`src/rtl/expmod_cmd_parser.sv`:
```
// Frames a UART byte stream (header, value/exponent/modulus LSB first) into one command
// for exponent_modulus. Optional XOR checksum byte enabled by EXPMOD_CMD_CHECKSUM_EN.
//
// state      | meaning
// -----------+-------------------------------------------------------------
// ST_IDLE    | waiting for HEADER, all other bytes ignored
// ST_PAYLOAD | collecting P payload bytes into the field registers
// ST_CHECK   | comparing the checksum byte against the XOR accumulator
// ST_HOLD    | command presented, waiting for cmd_ready_in; bytes dropped
module expmod_cmd_parser #(
   parameter int unsigned MSG_WIDTH      = 16,
   parameter int unsigned KEY_WIDTH      = 32,
   parameter logic [7:0]  HEADER         = 8'hA5,
   parameter int unsigned TIMEOUT_CYCLES = 100_000
) (
   input  logic                 clk_in,
   input  logic                 rst_in,
   input  logic [7:0]           byte_in,
   input  logic                 byte_valid_in,
   input  logic                 cmd_ready_in,
   output logic [MSG_WIDTH-1:0] value_out,
   output logic [KEY_WIDTH-1:0] exponent_out,
   output logic [KEY_WIDTH-1:0] modulus_out,
   output logic                 cmd_valid_out,
   output logic                 busy_out,
   output logic                 err_out,
   output logic                 overrun_out
);

   localparam int unsigned P     = MSG_WIDTH/8 + 2*(KEY_WIDTH/8);
   localparam int unsigned PW    = 8*P;
   localparam int unsigned IDX_W = $clog2(P);
   localparam int unsigned CNT_W = $clog2(TIMEOUT_CYCLES);
   localparam logic [IDX_W-1:0] IDX_LAST = IDX_W'(P-1);
   localparam logic [CNT_W-1:0] CNT_LAST = CNT_W'(TIMEOUT_CYCLES-1);

   typedef enum logic [1:0] {
      ST_IDLE    = 2'd0,
      ST_PAYLOAD = 2'd1,
      ST_CHECK   = 2'd2,
      ST_HOLD    = 2'd3
   } state_t;

   state_t            state_q, state_d;
   logic [IDX_W-1:0]  idx_q, idx_d;
   logic [CNT_W-1:0]  cnt_q, cnt_d;
   logic [CNT_W-1:0]  cnt_inc;
   logic [PW-1:0]     payload_q, payload_d;
   logic              err_q, err_d;
   logic              ovr_q, ovr_d;
`ifdef EXPMOD_CMD_CHECKSUM_EN
   logic [7:0]        acc_q, acc_d;
`endif

   always_ff @(posedge clk_in or negedge rst_in) begin
      if (!rst_in) begin
         state_q   <= ST_IDLE;
         idx_q     <= '0;
         cnt_q     <= '0;
         payload_q <= '0;
         err_q     <= 1'b0;
         ovr_q     <= 1'b0;
`ifdef EXPMOD_CMD_CHECKSUM_EN
         acc_q     <= '0;
`endif
      end else begin
         state_q   <= state_d;
         idx_q     <= idx_d;
         cnt_q     <= cnt_d;
         payload_q <= payload_d;
         err_q     <= err_d;
         ovr_q     <= ovr_d;
`ifdef EXPMOD_CMD_CHECKSUM_EN
         acc_q     <= acc_d;
`endif
      end
   end

   always_comb begin
      state_d   = state_q;
      idx_d     = idx_q;
      cnt_d     = cnt_q;
      payload_d = payload_q;
      err_d     = 1'b0;
      ovr_d     = 1'b0;
      cnt_inc   = cnt_q + CNT_W'(1);
`ifdef EXPMOD_CMD_CHECKSUM_EN
      acc_d     = acc_q;
`endif
      case (state_q)
         ST_IDLE: begin
            cnt_d = '0;
            if (byte_valid_in && (byte_in == HEADER)) begin
               state_d = ST_PAYLOAD;
               idx_d   = '0;
`ifdef EXPMOD_CMD_CHECKSUM_EN
               acc_d   = '0;
`endif
            end
         end
         ST_PAYLOAD: begin
            if (byte_valid_in) begin
               for (int unsigned i = 0; i < P; i++) begin
                  if (idx_q == IDX_W'(i)) payload_d[i*8 +: 8] = byte_in;
               end
`ifdef EXPMOD_CMD_CHECKSUM_EN
               acc_d = acc_q ^ byte_in;
`endif
               cnt_d = '0;
               if (idx_q == IDX_LAST) begin
                  idx_d = '0;
`ifdef EXPMOD_CMD_CHECKSUM_EN
                  state_d = ST_CHECK;
`else
                  state_d = ST_HOLD;
`endif
               end else begin
                  idx_d = idx_q + IDX_W'(1);
               end
            end else if (cnt_inc == CNT_LAST) begin
               // the counter reaching its last value is the timeout event itself
               err_d   = 1'b1;
               cnt_d   = '0;
               state_d = ST_IDLE;
            end else begin
               cnt_d = cnt_inc;
            end
         end
`ifdef EXPMOD_CMD_CHECKSUM_EN
         ST_CHECK: begin
            if (byte_valid_in) begin
               cnt_d = '0;
               if (byte_in == acc_q) begin
                  state_d = ST_HOLD;
               end else begin
                  err_d   = 1'b1;
                  state_d = ST_IDLE;
               end
            end else if (cnt_inc == CNT_LAST) begin
               err_d   = 1'b1;
               cnt_d   = '0;
               state_d = ST_IDLE;
            end else begin
               cnt_d = cnt_inc;
            end
         end
`endif
         ST_HOLD: begin
            // includes the acceptance cycle: that byte is dropped, not parsed
            if (byte_valid_in) ovr_d = 1'b1;
            if (cmd_ready_in) state_d = ST_IDLE;
         end
         default: begin
            state_d = ST_IDLE;
         end
      endcase
   end

   assign value_out     = payload_q[MSG_WIDTH-1:0];
   assign exponent_out  = payload_q[MSG_WIDTH +: KEY_WIDTH];
   assign modulus_out   = payload_q[MSG_WIDTH+KEY_WIDTH +: KEY_WIDTH];
   assign cmd_valid_out = (state_q == ST_HOLD);
   assign busy_out      = (state_q != ST_IDLE);
   assign err_out       = err_q;
   assign overrun_out   = ovr_q;

endmodule

```
`config.mk`:
```
export PLATFORM = sky130hd
export DESIGN_NAME = expmod_cmd_parser
export DESIGN_NICKNAME = d
export VERILOG_FILES = /design/src/rtl/expmod_cmd_parser.sv
export SDC_FILE = /design/constraint.sdc
export NUM_CORES = 1
export LEC_CHECK = 0
export CORE_MARGIN = 2
export CORE_UTILIZATION = 51
export CTS_CLUSTER_SIZE = 25
export DETAILED_ROUTE_END_ITERATION = 8
export PLACE_DENSITY_LB_ADDON = 0.25
export SYNTH_ARGS = -nofsm -noshare
export SYNTH_HDL_FRONTEND = slang
export SYNTH_SLANG_ARGS = --single-unit
```
`constraint.sdc`:
```
create_clock -name clk_in -period 3.1 [get_ports clk_in]
set_input_delay 0.31 -clock clk_in [delete_from_list [all_inputs] [get_ports clk_in]]
set_output_delay 0.31 -clock clk_in [all_outputs]
set_load 0.03 [all_outputs]
```
Yosys cells after proc, flatten, opt, wreduce, memory -nomap -nowiden --
Cells that the tools add are included.
Storage, ports and cells: register bits after elaboration 105, output and inout bits 84, logic and storage cells 70
Cells by class: add/sub/neg operators 2, eq/ne operators 18, multiplexer cells 18, reduce and logical (&&, ||, !) cells 17
Operators by type and width (count):
- two-way mux 17 bit | 2
- one-hot mux 17 bit (2 select lines) | 1
- AND reduction 3 bit | 11
- adder 17 x 1 -> 17 bit (second input constant) | 1
- equality test 17 bit (second input constant) | 1
- equality test 4 x 3 -> 1 bit (second input constant) | 4
- two-way mux 4 bit | 3
- two-way mux 2 bit | 5
- equality test 4 x 2 -> 1 bit (second input constant) | 2
- equality test 4 bit (second input constant) | 2
- equality test 8 bit (second input constant) | 1
- one-hot mux 4 bit (2 select lines) | 1
- != test 2 bit (second input constant) | 3
- != test 3 bit (second input constant) | 2
- one-hot mux 2 bit (3 select lines) | 1
- two-way mux 1 bit | 5
- adder 4 x 1 -> 4 bit (second input constant) | 1
- equality test 4 x 1 -> 1 bit (second input constant) | 1
- logical NOT 4 bit | 1
- AND reduction 4 bit | 1
- nonzero test 2 bit | 2
- equality test 2 x 1 -> 1 bit (second input constant) | 1
- equality test 2 bit (second input constant) | 1
- logical NOT 2 bit | 1
- logical AND 1 bit | 1

Longest topological paths before layout --
Gate-level depths: netlist of the first run.
word-level depth 5, mapped depth 8, gate-level depth less buffers 7

Least setup slack after synthesis of the first run --
Ideal clock, no wire load.
path kind flip-flop to flip-flop, start register cnt_q[1], end register cnt_q[15], library setup time 0.122 ns, arrival time 2.441 ns, required time 2.978 ns, path slack 0.538 ns, cell stages (with the launch flop) 9, clock period less this slack 2.562 ns, cell sequence dfrtp_1 ha_1 buf_4 inv_1 or4_4 nor3_2 xnor2_1 or4_1 a32o_1
On the way: word-level cells in the longest chain between the ends 5
RTL lines:
- from (decl) | RTL line 46 | logic [CNT_W-1:0] cnt_q, cnt_d;
- from (signal assigned) | RTL line 69 | cnt_q <= cnt_d;
- adder 17 x 1 -> 17 bit (*) | RTL line 86 | cnt_inc = cnt_q + CNT_W'(1);
- equality test 17 bit | RTL line 120 | end else if (cnt_inc == CNT_LAST) begin
- two-way mux 17 bit (*) | RTL line 120
- two-way mux 17 bit (*) | RTL line 102 | if (byte_valid_in) begin
- one-hot mux 17 bit (2 select lines) (*) | RTL line 90 | case (state_q)
Every way passes the cells marked *; elsewhere a longest branch is shown, timed or not. A chain may end at the register's enable or synchronous reset.

Final worst setup path of the first run --
start register cnt_q[0], end register cnt_q[15]
The elaborated chain is that of the path after synthesis.

==> qor.yml, run 1 <==
status: "complete, no violations"
ir_worst_vdd_mv: 0.423
ioPinCount: 96
ys_ff_latch: 105
hold_violations: 0
initialDrtViolationCount: 154
fill_cells: 658
die_h_um: 99.7
fin_crit_sh: 0.933
rows: 34
ant_nets: 0
numPortBuffers: 95
synthAdderAreaFrac: 0.00536
ys.flop_type: "dfrtp_1"
end_kind: "register"
via_per_inst: 5.77
slew_headroom: 0.443
cts_made_buffers: 9
design.die.area_mm2: 0.00994
grt_max_degree: 66
cts_tree: "built"
crit_fanout: 10
syn_nets: 400
multiInputGateArea_mm2: 0.00191
cts-root-buf: "clkbuf_8"
required_ps: 3360
fmax_mhz: 346
cap_violations: 0
ys_async_sr_fraction: 1.00
clock_latency_ps: 380
start_util: 0.530
grt_use_total: 0.232
drtPass1Iterations: 4
fin_crit_ps: 2890
synth_xor_area_frac: 0.0169
vias: 3410
fin_setup_tns_ps: 0
synth_area_per_cell_um2: 12.1
ys_seq_area_frac: 0.563
area_delta_synth_final_pct: 27.5
drive_above_1_share: 0.240
p_leak_uw: 0.00266
start_kind: "register"
grt-ovfl-total: 0
totalWireLength_um: 11200
synth_simple_gate_area_share: 0.122
hp-class: "in2async"
htreeDepth: 3
die_w_um: 99.7
total_power_uw: 3200
hold_buffers: 0
drc: 0
rsz0062_at_grt: "no"
grt_pass1_vias: 3448
grt_pass1_wl_um: 17900
yosys_warnings: 0
antenna_found_initial: 0
gp_congestion: 0.926
skew_ps: 19.5
finish.instance_area_mm2: 0.00595
clockBufferDepth: 2
placed_area_mm2: 0.00574
register_area_mm2: 0.00263
tightest_slew_ps: 836
setup_viol: 0
num_antenna_cells: 0
finalMaxSlewViolations: 0
finish.utilization: 0.676
critPathKind: "reg2reg"
layout.nets: 492
ys_types: 52
coreArea_mm2: 0.00881
wl_per_cell_um: 18.9
post-dp-hpwl_um: 7600
synth_top_family_by_area: "multiplexers"
postSynthCellCount: 386
worstPathArrival_ps: 3160
syn_area_mm2: 0.00467
synth-compound-area-share: 0.0710
clk_pin_slew_ps: 100
power_density_mw_per_mm2: 538
cts_sinks: 105
synth.area.mux_share: 0.193
synth_edf_count: 0
==> Yosys cell counts (4+ instances only) <==
library cell / instances / area (um^2)
dfrtp_1: 105 / 2630
xnor2_1: 6 / 52.6
a21oi_1: 13 / 65.1
nand4_1: 7 / 43.8
nor3_1: 8 / 40.0
nand3_1: 9 / 45.0
inv_1: 7 / 26.3
mux2_2: 80 / 901
o31ai_1: 8 / 60.1
nand2_1: 30 / 113
clkbuf_1: 16 / 60.1
nor4_1: 5 / 31.3
buf_2: 4 / 20.0
o21ai_0: 20 / 100
nor2_1: 14 / 52.6
==> kinds of logic (layout without fill, tap and decap cells) <==
| kind of cell | after synthesis | count (layout) |
|---|---|---|
| flops | 105 | 105 |
| simple gates | 103 | 103 |
| mux | 80 | 80 |
| compound gates | 55 | 55 |
| buf+inv | 32 | 129 |
| xor+xnor | 9 | 9 |
| fa+ha+maj | 2 | 2 |
==> power by group <==
part           total (uW)  switching (uW)  internal, uW
registers            1600             105          1490
logic                 714             398           316
clock network         892             500           392
total                3200            1000          2200
==> layout make-up <==
class,count,share of cell area
Clock buffer,10,0.0214
Sequential cell,105,0.441
Inverter,7,0.00441
Clock inverter,6,0.0139
Multi-Input combinational cell,249,0.321
Timing Repair Buffer,106,0.175
Tap cell,108,0.0227
==> layer usage <==
| layer | wire (um) | GRT usage | vias up |
|---|---|---|---|
| li1 | - | - | 1560 |
| met1 | 4870 | 0.306 | 1724 |
| met2 | 5370 | 0.376 | 113 |
| met3 | 776 | 0.0724 | 13 |
| met4 | 168 | 0.0611 | 0 |
| met5 | 0 | 0 | - |
==> worst max-delay path, cell delays in order, from the launching register on <==
cell and delay, ps:
dfrtp_1 510, ha_1 360, inv_1 190, or4_4 600
nor3_2 220, xnor2_1 140, or4_1 510, a32o_1 280
==> stage by stage <==
step	hold slack (ps)	cells	setup WS, ps
after global routing	81.7	591	17.4
after CTS	54.7	591	181
after floorplan	14.4	386	538
after global placement	446	575	361
final	22.6	591	207
after detailed placement	456	575	194
==> layout by cell type (no fill, tap or decap), types with 3 or more instances in the layout <==
cell type | synthesis | routed
dfrtp_1 | 105 | 105
a21oi_1 | 13 | 13
o31ai_1 | 8 | 8
nand3_1 | 9 | 9
xor2_1 | 3 | 3
nor4_1 | 5 | 4
o21ai_0 | 20 | 20
nor2_1 | 14 | 14
clkbuf_8 | 0 | 9
clkdlybuf4s50_1 | 0 | 94
nand4_1 | 7 | 7
mux2_2 | 80 | 80
inv_1 | 7 | 7
nand3b_1 | 3 | 3
nand2b_1 | 3 | 3
buf_4 | 3 | 11
nand2_1 | 30 | 30
nor3_1 | 8 | 8
xnor2_1 | 6 | 6
==> state kept, by name, summed over array words and instances (netlist names) <==
name         count
cnt_q           17
err_out          1
idx_q            4
overrun_out      1
payload_q       80
state_q          2
==> worst paths after layout <==
kind                       slack (ps)       endpoint  cells past startpoint           from
max in group asynchronous        2360     state_q[1]                      2         rst_in
min reg2reg                       510  payload_q[57]                      1  payload_q[57]
max reg2reg                       210      cnt_q[15]                      7       cnt_q[0]
min in group clk_in               510  payload_q[57]                      1  payload_q[57]
min                                20  payload_q[55]                      1         rst_in
max                               210      cnt_q[15]                      7       cnt_q[0]
==> timing repair <==
action / in CTS / in global routing
resized for setup: 0 / 1
setup endpoints to repair: 0 / 1
buffers inserted: 0 / 0
endpoints found under the hold margin: 0 / 0
No activity file was read; power rests on OpenSTA's default activity.
==> run 2, diff against run 1 <==
Settings changed: CAP_MARGIN from default to 40, GPL_TIMING_DRIVEN from default to 1, REMOVE_ABC_BUFFERS from default to 1.
==> run 2 against run 1 <==
- first-iteration DRC count grew 14%
- die area is the same
- utilization is essentially flat
- sequential share of layout area is essentially flat
- clock-buffer cell count grew 1
- non-clock buffer count grew 4
- combinational power grew 0.6%
- maximum frequency shrank 0.68%
- critical path type unchanged
- largest cell class unchanged
- largest power group unchanged
==> qor.yml, run 2 (synthesized netlist as in run 1, its figures left out) <==
rsz0062_at_grt: "no"
ir_worst_vdd_mv: 0.544  # +29%
p_int_uw: 2120  # -3.7%
die_w_um: 99.7  # unchanged
tightest_slew_ps: 699  # -137 ps
via_per_inst: 5.68  # -1.5%
ant_nets: 0  # unchanged
drtPass1Iterations: 4  # unchanged
setup_viol: 0  # unchanged
instances_no_fill: 595  # +0.68%
die_h_um: 99.7  # unchanged
cts_made_buffers: 9  # unchanged
clock_latency_ps: 370  # about the same
grt_pass1_vias: 3520  # +2.1%
rows: 34  # unchanged
fin_crit_sh: 0.940  # +0.00636
switching_share: 0.319  # +0.00593
fin_setup_tns_ps: 0  # unchanged
start_util: 0.530  # unchanged
pwr-share-comb: 0.231  # +0.008
slowest_delay_ps: 600  # about the same
grt_max_degree: 56  # -15%
top_regs: "payload_q x80, cnt_q x17, idx_q x4"
min_to: "payload_q[33]"
fmax_mhz: 343  # -0.68%
clk_pin_slew_ps: 100  # about the same
worstPathArrival_ps: 3180  # +20 ps
reg2reg_slack_ps: 190  # -20 ps
layout.nets: 496  # +0.81%
dp.cells: 578  # +0.52%
required_ps: 3360  # about the same
area_delta_synth_final_pct: 27.5  # about the same
dr_wl_met2_um: 5200  # -3.2%
largest_register_ffs: 80  # unchanged
drc: 0  # unchanged
min_from: "payload_q[33]"
p_leak_uw: 0.00267  # +0.36%
totalWireLength_um: 10800  # -3.7%
cap_violations: 0  # unchanged
htreeDepth: 3  # unchanged
skew_ps: 13.7  # -5.77 ps
drive_above_1_share: 0.242  # +0.00213
gp_congestion: 1.02  # +10%
cts-root-buf: "clkbuf_8"
clkPwrFrac: 0.256  # -0.022
power_density_mw_per_mm2: 523  # -2.9%
hold_ws_ps: 515  # +492 ps
regMostFlops: "payload_q"
wl_per_cell_um: 18.1  # -4.3%
clockBufferDepth: 2  # unchanged
post-dp-hpwl_um: 7420  # -2.4%
final_cell_mix: "dfrtp_1, clkdlybuf4s50_1, mux2_2"
wl_met3_um: 829  # +6.8%
ioPinCount: 96  # unchanged
start_kind: "register"
fin_crit_ps: 2910  # +19.7 ps
cts_tree: "built"
r2r_cells: 7  # unchanged
crit_fanout: 10  # unchanged
grt-ovfl-total: 0  # unchanged
antenna_found_initial: 0  # unchanged
design.die.area_mm2: 0.00994  # unchanged
seqPwrFrac: 0.513  # +0.014
cts_sinks: 105  # unchanged
end_kind: "register"
finalMaxSlewViolations: 0  # unchanged
wirelength_met1_um: 4570  # -6.0%
hold_depth: 1
placed_area_mm2: 0.00576  # +0.39%
rr_startpoint: "cnt_q[0]"
highest_layer: "met4"
grt_pass1_wl_um: 18200  # +1.6%
total_power_uw: 3110  # -2.9%
slew_headroom: 0.534  # +0.0915
hp-class: "reg2reg"
initialDrtViolationCount: 175  # +14%
vias: 3382  # -0.82%
status: "complete, no violations"
finish.instance_area_mm2: 0.00595  # about the same
p_switching_uw: 993  # -1.1%
final_common_cell: "dfrtp_1"
num_antenna_cells: 0  # unchanged
hold_violations: 0  # unchanged
crit_start: "cnt_q[0]"
numPortBuffers: 95  # unchanged
slowest_stage: "or4_4"
grt_use_total: 0.235  # +0.00278
r2r_end: "cnt_q[15]"
coreArea_mm2: 0.00881  # unchanged
critPathKind: "reg2reg"
path_cells: "ha_1 -> inv_1 -> or4_4 -> nor3_2 -> xnor2_1 -> or4_1 -> a32o_1"
## run 2: cell type report
cell class,instances,area (um^2)
fillers,660,2850
flip-flops and latches,105,2630
multi-input cells,249,1910
repair buffers,110,1080
well taps,108,135
clock buffers,11,131
clock inverters,5,45.0
inverters,7,26.3
## run 2: power groups by stage
| stage | Sequential (uW) | Combinational [uW] | Clock [uW] |
|---|---|---|---|
| 2_1_floorplan | 1830 | 165 | 0 |
| 3_3_place_gp | 1610 | 712 | 0 |
| 3_5_place_dp | 1620 | 719 | 0 |
| 4_1_cts | 1590 | 724 | 817 |
| 5_1_grt | 1620 | 769 | 870 |
| 6_report | 1600 | 718 | 797 |
## run 2: worst max path at each step
stage                      to  cells after the start
CTS                 cnt_q[15]                      7
global route        cnt_q[15]                      7
finish              cnt_q[15]                      7
global placement    cnt_q[15]                      7
detailed placement  cnt_q[15]                      7
floorplan           cnt_q[15]                      7
## run 2: critical path, delay by kind of cell, from the launching register on
| kind | cells | cell delay [ps] |
|---|---|---|
| compound gates | 1 | 270 |
| xor+xnor | 1 | 120 |
| fa+ha+maj | 1 | 390 |
| buf+inv | 1 | 190 |
| flops | 1 | 520 |
| simple gates | 3 | 1320 |
## run 2: layer usage
| metal | track usage | up-vias |
|---|---|---|
| li1 | - | 1572 |
| met1 | 0.312 | 1675 |
| met2 | 0.375 | 117 |
| met3 | 0.0801 | 18 |
| met4 | 0.0580 | 0 |
| met5 | 0 | - |
## run 2: what timing repair did
action                     CTS  global route
buffers inserted             0             0
resized for setup            0             1
setup endpoints to repair    0             1
hold buffers                 1             0
hold endpoints to repair     2             0
## run 2: metrics by stage
stage                     utilization  setup WS (ps)
after CTS                       0.675            213
after global placement          0.654            376
after global routing            0.676           29.4
after detailed placement        0.654            237
final                           0.676            187
after floorplan                     -            484
==> run 3, diff against run 2 <==
Settings changed: SLEW_MARGIN from default to 20, TNS_END_PERCENT from default to 5.
==> results of run 3 <==
No change in the layout: final DEF, timing and power equal those of run 2.
